<file path="config.mk">
export PLATFORM = sky130hd
export DESIGN_NAME = eigen_scheduler
export DESIGN_NICKNAME = d
export VERILOG_FILES = /design/src/rtl/eigen_scheduler.sv
export SDC_FILE = /design/constraint.sdc
export NUM_CORES = 1
export LEC_CHECK = 0
export ABC_AREA = 1
export BUFFER_PORTS_ARGS = -buffer_cell sky130_fd_sc_hd__buf_4
export CAP_MARGIN = 20
export CORE_MARGIN = 2
export CORE_UTILIZATION = 50
export CTS_CLUSTER_DIAMETER = 100
export DETAILED_ROUTE_END_ITERATION = 10
export GPL_TIMING_DRIVEN = 0
export PLACE_DENSITY = 0.82
export SLEW_MARGIN = 15
export SYNTH_ARGS = -nofsm -noshare
export SYNTH_HDL_FRONTEND = slang
export SYNTH_SLANG_ARGS = --single-unit
</file>
<file path="constraint.sdc">
create_clock -name clk -period 1.9 [get_ports clk]
set_clock_uncertainty 0.2 [all_clocks]
set_input_delay 0.095 -clock clk [delete_from_list [all_inputs] [get_ports clk]]
set_output_delay 0.095 -clock clk [all_outputs]
set_load 0.005 [all_outputs]
</file>
<file path="src/rtl/eigen_scheduler.sv">
// Sequencer for the eigen-decomposition datapath: power iterations per
// eigenvector via mult/conv/defl handshakes, one outstanding request at a time.
module eigen_scheduler #(
  parameter int SIZE_N   = 8,
  parameter int MAX_ITER = 8,
  parameter int NUM_EIG  = 4,
  localparam int EW = (NUM_EIG > 1) ? $clog2(NUM_EIG) : 1,
  localparam int KW = $clog2(MAX_ITER + 1)
) (
  input  logic          clk,
  input  logic          rst,
  input  logic          start,
  input  logic          abort,
  output logic          load_vec,
  output logic          mult_start,
  input  logic          mult_done,
  output logic          conv_start,
  input  logic          conv_done,
  input  logic          conv_ok,
  output logic          defl_start,
  input  logic          defl_done,
  output logic [EW-1:0] eig_idx,
  output logic [KW-1:0] iter_k,
  output logic          eig_valid,
  output logic [KW-1:0] eig_iters,
  output logic          eig_conv,
  output logic          busy,
  output logic          done,
  output logic          aborted
);

  typedef enum logic [2:0] {
    IDLE  = 3'd0,
    LOAD  = 3'd1,
    MULT  = 3'd2,
    CHECK = 3'd3,
    DEFL  = 3'd4,
    FIN   = 3'd5
  } state_t;

  // SIZE_N only describes the datapath; it has no effect on sequencing.
  if (SIZE_N < 1) begin : g_size_guard
  end

  state_t          state_r, state_n;
  logic [EW-1:0]   eig_idx_n;
  logic [KW-1:0]   iter_k_n;
  logic [KW-1:0]   eig_iters_n;
  logic            eig_conv_n;
  logic            eig_valid_n;
  logic            aborted_n;

  localparam logic [EW-1:0] LAST_EIG = EW'(NUM_EIG - 1);
  localparam logic [KW-1:0] ITER_MAX = KW'(MAX_ITER);

  // Next-state, counter and result-capture logic.
  always_comb begin
    state_n     = state_r;
    eig_idx_n   = eig_idx;
    iter_k_n    = iter_k;
    eig_iters_n = eig_iters;
    eig_conv_n  = eig_conv;
    eig_valid_n = 1'b0;
    aborted_n   = 1'b0;
    if ((state_r != IDLE) && abort) begin
      state_n   = IDLE;
      aborted_n = 1'b1;
    end else begin
      case (state_r)
        IDLE: begin
          if (start) begin
            state_n   = LOAD;
            eig_idx_n = '0;
            iter_k_n  = '0;
          end else begin
            state_n = IDLE;
          end
        end
        LOAD: state_n = MULT;
        // A done coinciding with its own start strobe is stale and dropped.
        MULT: begin
          if (mult_done && !mult_start) begin
            state_n  = CHECK;
            iter_k_n = (iter_k < ITER_MAX) ? iter_k + KW'(1) : ITER_MAX;
          end else begin
            state_n = MULT;
          end
        end
        CHECK: begin
          if (conv_done && !conv_start) begin
            if (conv_ok || (iter_k == ITER_MAX)) begin
              eig_valid_n = 1'b1;
              eig_iters_n = iter_k;
              eig_conv_n  = conv_ok;
              state_n     = (eig_idx == LAST_EIG) ? FIN : DEFL;
            end else begin
              state_n = MULT;
            end
          end else begin
            state_n = CHECK;
          end
        end
        DEFL: begin
          if (defl_done && !defl_start) begin
            state_n   = LOAD;
            eig_idx_n = eig_idx + EW'(1);
            iter_k_n  = '0;
          end else begin
            state_n = DEFL;
          end
        end
        FIN:     state_n = IDLE;
        default: state_n = IDLE;
      endcase
    end
  end

  // State register and registered strobes, raised on the cycle a state is entered.
  always_ff @(posedge clk or posedge rst) begin
    if (rst) begin
      state_r    <= IDLE;
      eig_idx    <= '0;
      iter_k     <= '0;
      eig_iters  <= '0;
      eig_conv   <= 1'b0;
      eig_valid  <= 1'b0;
      aborted    <= 1'b0;
      load_vec   <= 1'b0;
      mult_start <= 1'b0;
      conv_start <= 1'b0;
      defl_start <= 1'b0;
      done       <= 1'b0;
    end else begin
      state_r    <= state_n;
      eig_idx    <= eig_idx_n;
      iter_k     <= iter_k_n;
      eig_iters  <= eig_iters_n;
      eig_conv   <= eig_conv_n;
      eig_valid  <= eig_valid_n;
      aborted    <= aborted_n;
      load_vec   <= (state_n == LOAD)  && (state_r != LOAD);
      mult_start <= (state_n == MULT)  && (state_r != MULT);
      conv_start <= (state_n == CHECK) && (state_r != CHECK);
      defl_start <= (state_n == DEFL)  && (state_r != DEFL);
      done       <= (state_n == FIN)   && (state_r != FIN);
    end
  end

  assign busy = (state_r != IDLE);

endmodule

</file>
==> metrics.txt <==
run status finished, final reports clean; Synth Instances 118; max-slew violations 0; FF+latch count, synth 21; n_diodes 0; Commonest cells post-synth nand2_1, dfrtp_1, inv_1; Setup CP Type flop to flop; worst-margin pin slew 756.9 ps; Sw Pwr 0.0006460 W; vias 875; switching part of the total 0.4022; Tot Pwr 0.001606 W; nets@finish 166; cts bufs inserted 3; Layout Cell Area excl Fill 1399 um^2; Clock Tree Root clkbuf_4; Gate power share 0.452; Max Cap Violations 0; Final Hold Fails 0; Routed wire per std cell 11.51 um; Post-DRT Antenna Nets 0; port bufs 26; CTS tree done; pin count of the biggest net entering global routing 22; die area 2553 um^2; Worst EP required 1950 ps; grt met2 use 0.2982; Power Internal 0.0009599 W; chip width 50.53 um; H-tree levels 1; Post-DP Area 1311 um^2; Worst slew margin 0.4949; Highest Clock Rate 584.2 MHz; number of flops mapped to enable cells by yosys 0; initial antenna violation count 0; area of the multi-input gates 462.9 um^2; Sink Count 21; Routed Wire Length 2.084 mm; worst hold path class input pin to flop; Die Y 50.53 um; core area 2002 um^2; routability cong. 0.8048; r2r setup slk 190 ps; # fillers 151; GRT busiest layer met2; total negative slack 0 ps; Syn Nets 129; share of the synthesized area in the top cell type 0.4855; Post-synth ARST share 1.000; row count 16; number of global-route vias before repair 803; minimum clock period 1712 ps; register area share after synthesis 0.4855; cell area after synthesis 1082 um^2; Clock Tree Buf Depth 2; initial DRC count 13; clock share of power 0.139; synth-to-layout area growth 29.25%; worst skew pair latency 310 ps; DRC 0; period utilisation layout 0.9010; Pre-antenna DRT Iters 4; post-synth top area cell dfrtp_1; Setup crit end kind flop; register area 525.5 um^2; crit path DAT 1760 ps; unrepaired setup endpoints after global routing false; io pins 27; met1 usage 0.2397; gr ovfl total 0; dominant cells by area after synthesis dfrtp_1, nand2_1, inv_1; synth unique cells 20; hold_ws 93.08 ps; yosys warns 0; ys flop type dfrtp_1; layout cells sized above 1 0.3701; P_leak 0.7446 nW; setup repair bufs after CTS 0; worst-path fanout max 10; GRT Util Overall 0.1827; Initial Util 0.5406; dpl ws 180.4 ps; Final Worst Setup Slack 188.1 ps; met3 Use GR 0.03869; setup violators final 0; count leader, synth nand2_1; Startpoint Class flop; Post-Syn Area per Cell 9.172 um^2; DP HPWL 1.572 mm; vias per cell 4.834; Peak supply drop 846.5 uV; Seq pwr share 0.409; first-pass GRT wire length 3.463 mm; clk slew on worst S/H paths 120 ps; Power Density 1148 nW/um^2
## metal layers
layer,vias to the layer above,part of all wire
met5,-,0
met4,0,0.025
met3,8,0.057
met2,22,0.47
met1,401,0.45
li1,444,-
## logic make-up after synthesis
family	Yosys count	synth area share
adder cells (fa/ha/maj)	3	0.03469
XOR/XNOR	1	0.008094
flip-flops	21	0.4855
AO/OA/AOI/OAI	16	0.1110
buffers and inverters	20	0.08671
AND/OR/NAND/NOR	57	0.2740
## flip-flops by register name, summed over array words and instances (netlist names), 2 cells and up
name       cells
iter_k         4
state_r        3
eig_iters      4
eig_idx        2
## worst max-delay path, cell delays in order (launching register included)
cell	delay, ps
dfrtp_1	430
inv_1	120
ha_1	160
nand3_1	80
nand2_1	120
nand3_2	110
nor2_4	140
buf_12	140
nor2_2	40
a21oi_2	100
## repair_timing
action                                  in CTS  in global routing
hold endpoints to repair                    32                  0
endpoints found under the setup margin       0                  1
gates resized for setup                      0                  1
hold buffers                                 6                  0
## power groups by stage
stage	sequential, W	clock (W)	combinational, W
after global routing	0.000676	0.000239	0.000808
after CTS	0.000657	0.000224	0.000734
after detailed placement	0.000666	0	0.000721
after global placement	0.000657	0	0.000699
final	0.000658	0.000223	0.000726
after floorplan	0.000664	0	0.000450
## through the flow
stage,util,instances
2_1_floorplan,-,118
3_3_place_gp,0.6550,171
3_5_place_dp,0.6550,171
4_1_cts,0.6988,181
5_1_grt,0.6988,181
6_report,0.6988,181
## cells in the final DEF (no fill, tap or decap), drive strengths merged
cell | synthesis | layout
a21oi | 6 | 6
clkinv | 0 | 1
o21ai | 9 | 9
o211ai | 1 | 1
nor2 | 19 | 19
nor3 | 3 | 3
dlygate4sd3 | 0 | 6
buf | 1 | 27
clkbuf | 0 | 3
nand2 | 27 | 27
ha | 3 | 3
dfrtp | 21 | 21
xor2 | 1 | 1
nand3 | 7 | 7
nand4 | 1 | 1
inv | 19 | 19
## cell type report
type                       instances  share of cell area
buffer                             1             0.01431
clock buffer                       3             0.01610
clock inverter                     1            0.003578
inverter                          19             0.05277
multi-input combinational         77              0.3309
sequential                        21              0.3757
tap                               27             0.02415
timing repair buffer              32              0.1825
## path summary, 6_finish.rpt
kind                                   startpoint                        to  cells after the start
min in group asynchronous                     rst       eig_valid$_DFF_PP0_                      3
setup reg to reg            iter_k[1]$_DFFE_PP0P_  eig_iters[1]$_DFFE_PP0P_                      9
max in group asynchronous                     rst      defl_start$_DFF_PP0_                      3
hold reg to reg            eig_idx[1]$_DFFE_PP0P_    eig_idx[1]$_DFFE_PP0P_                      2
hold / removal                          conv_done      state_r[1]$_DFF_PP0_                      6
setup / recovery            iter_k[1]$_DFFE_PP0P_  eig_iters[1]$_DFFE_PP0P_                      9
No activity file was read; power rests on OpenSTA's default activity.
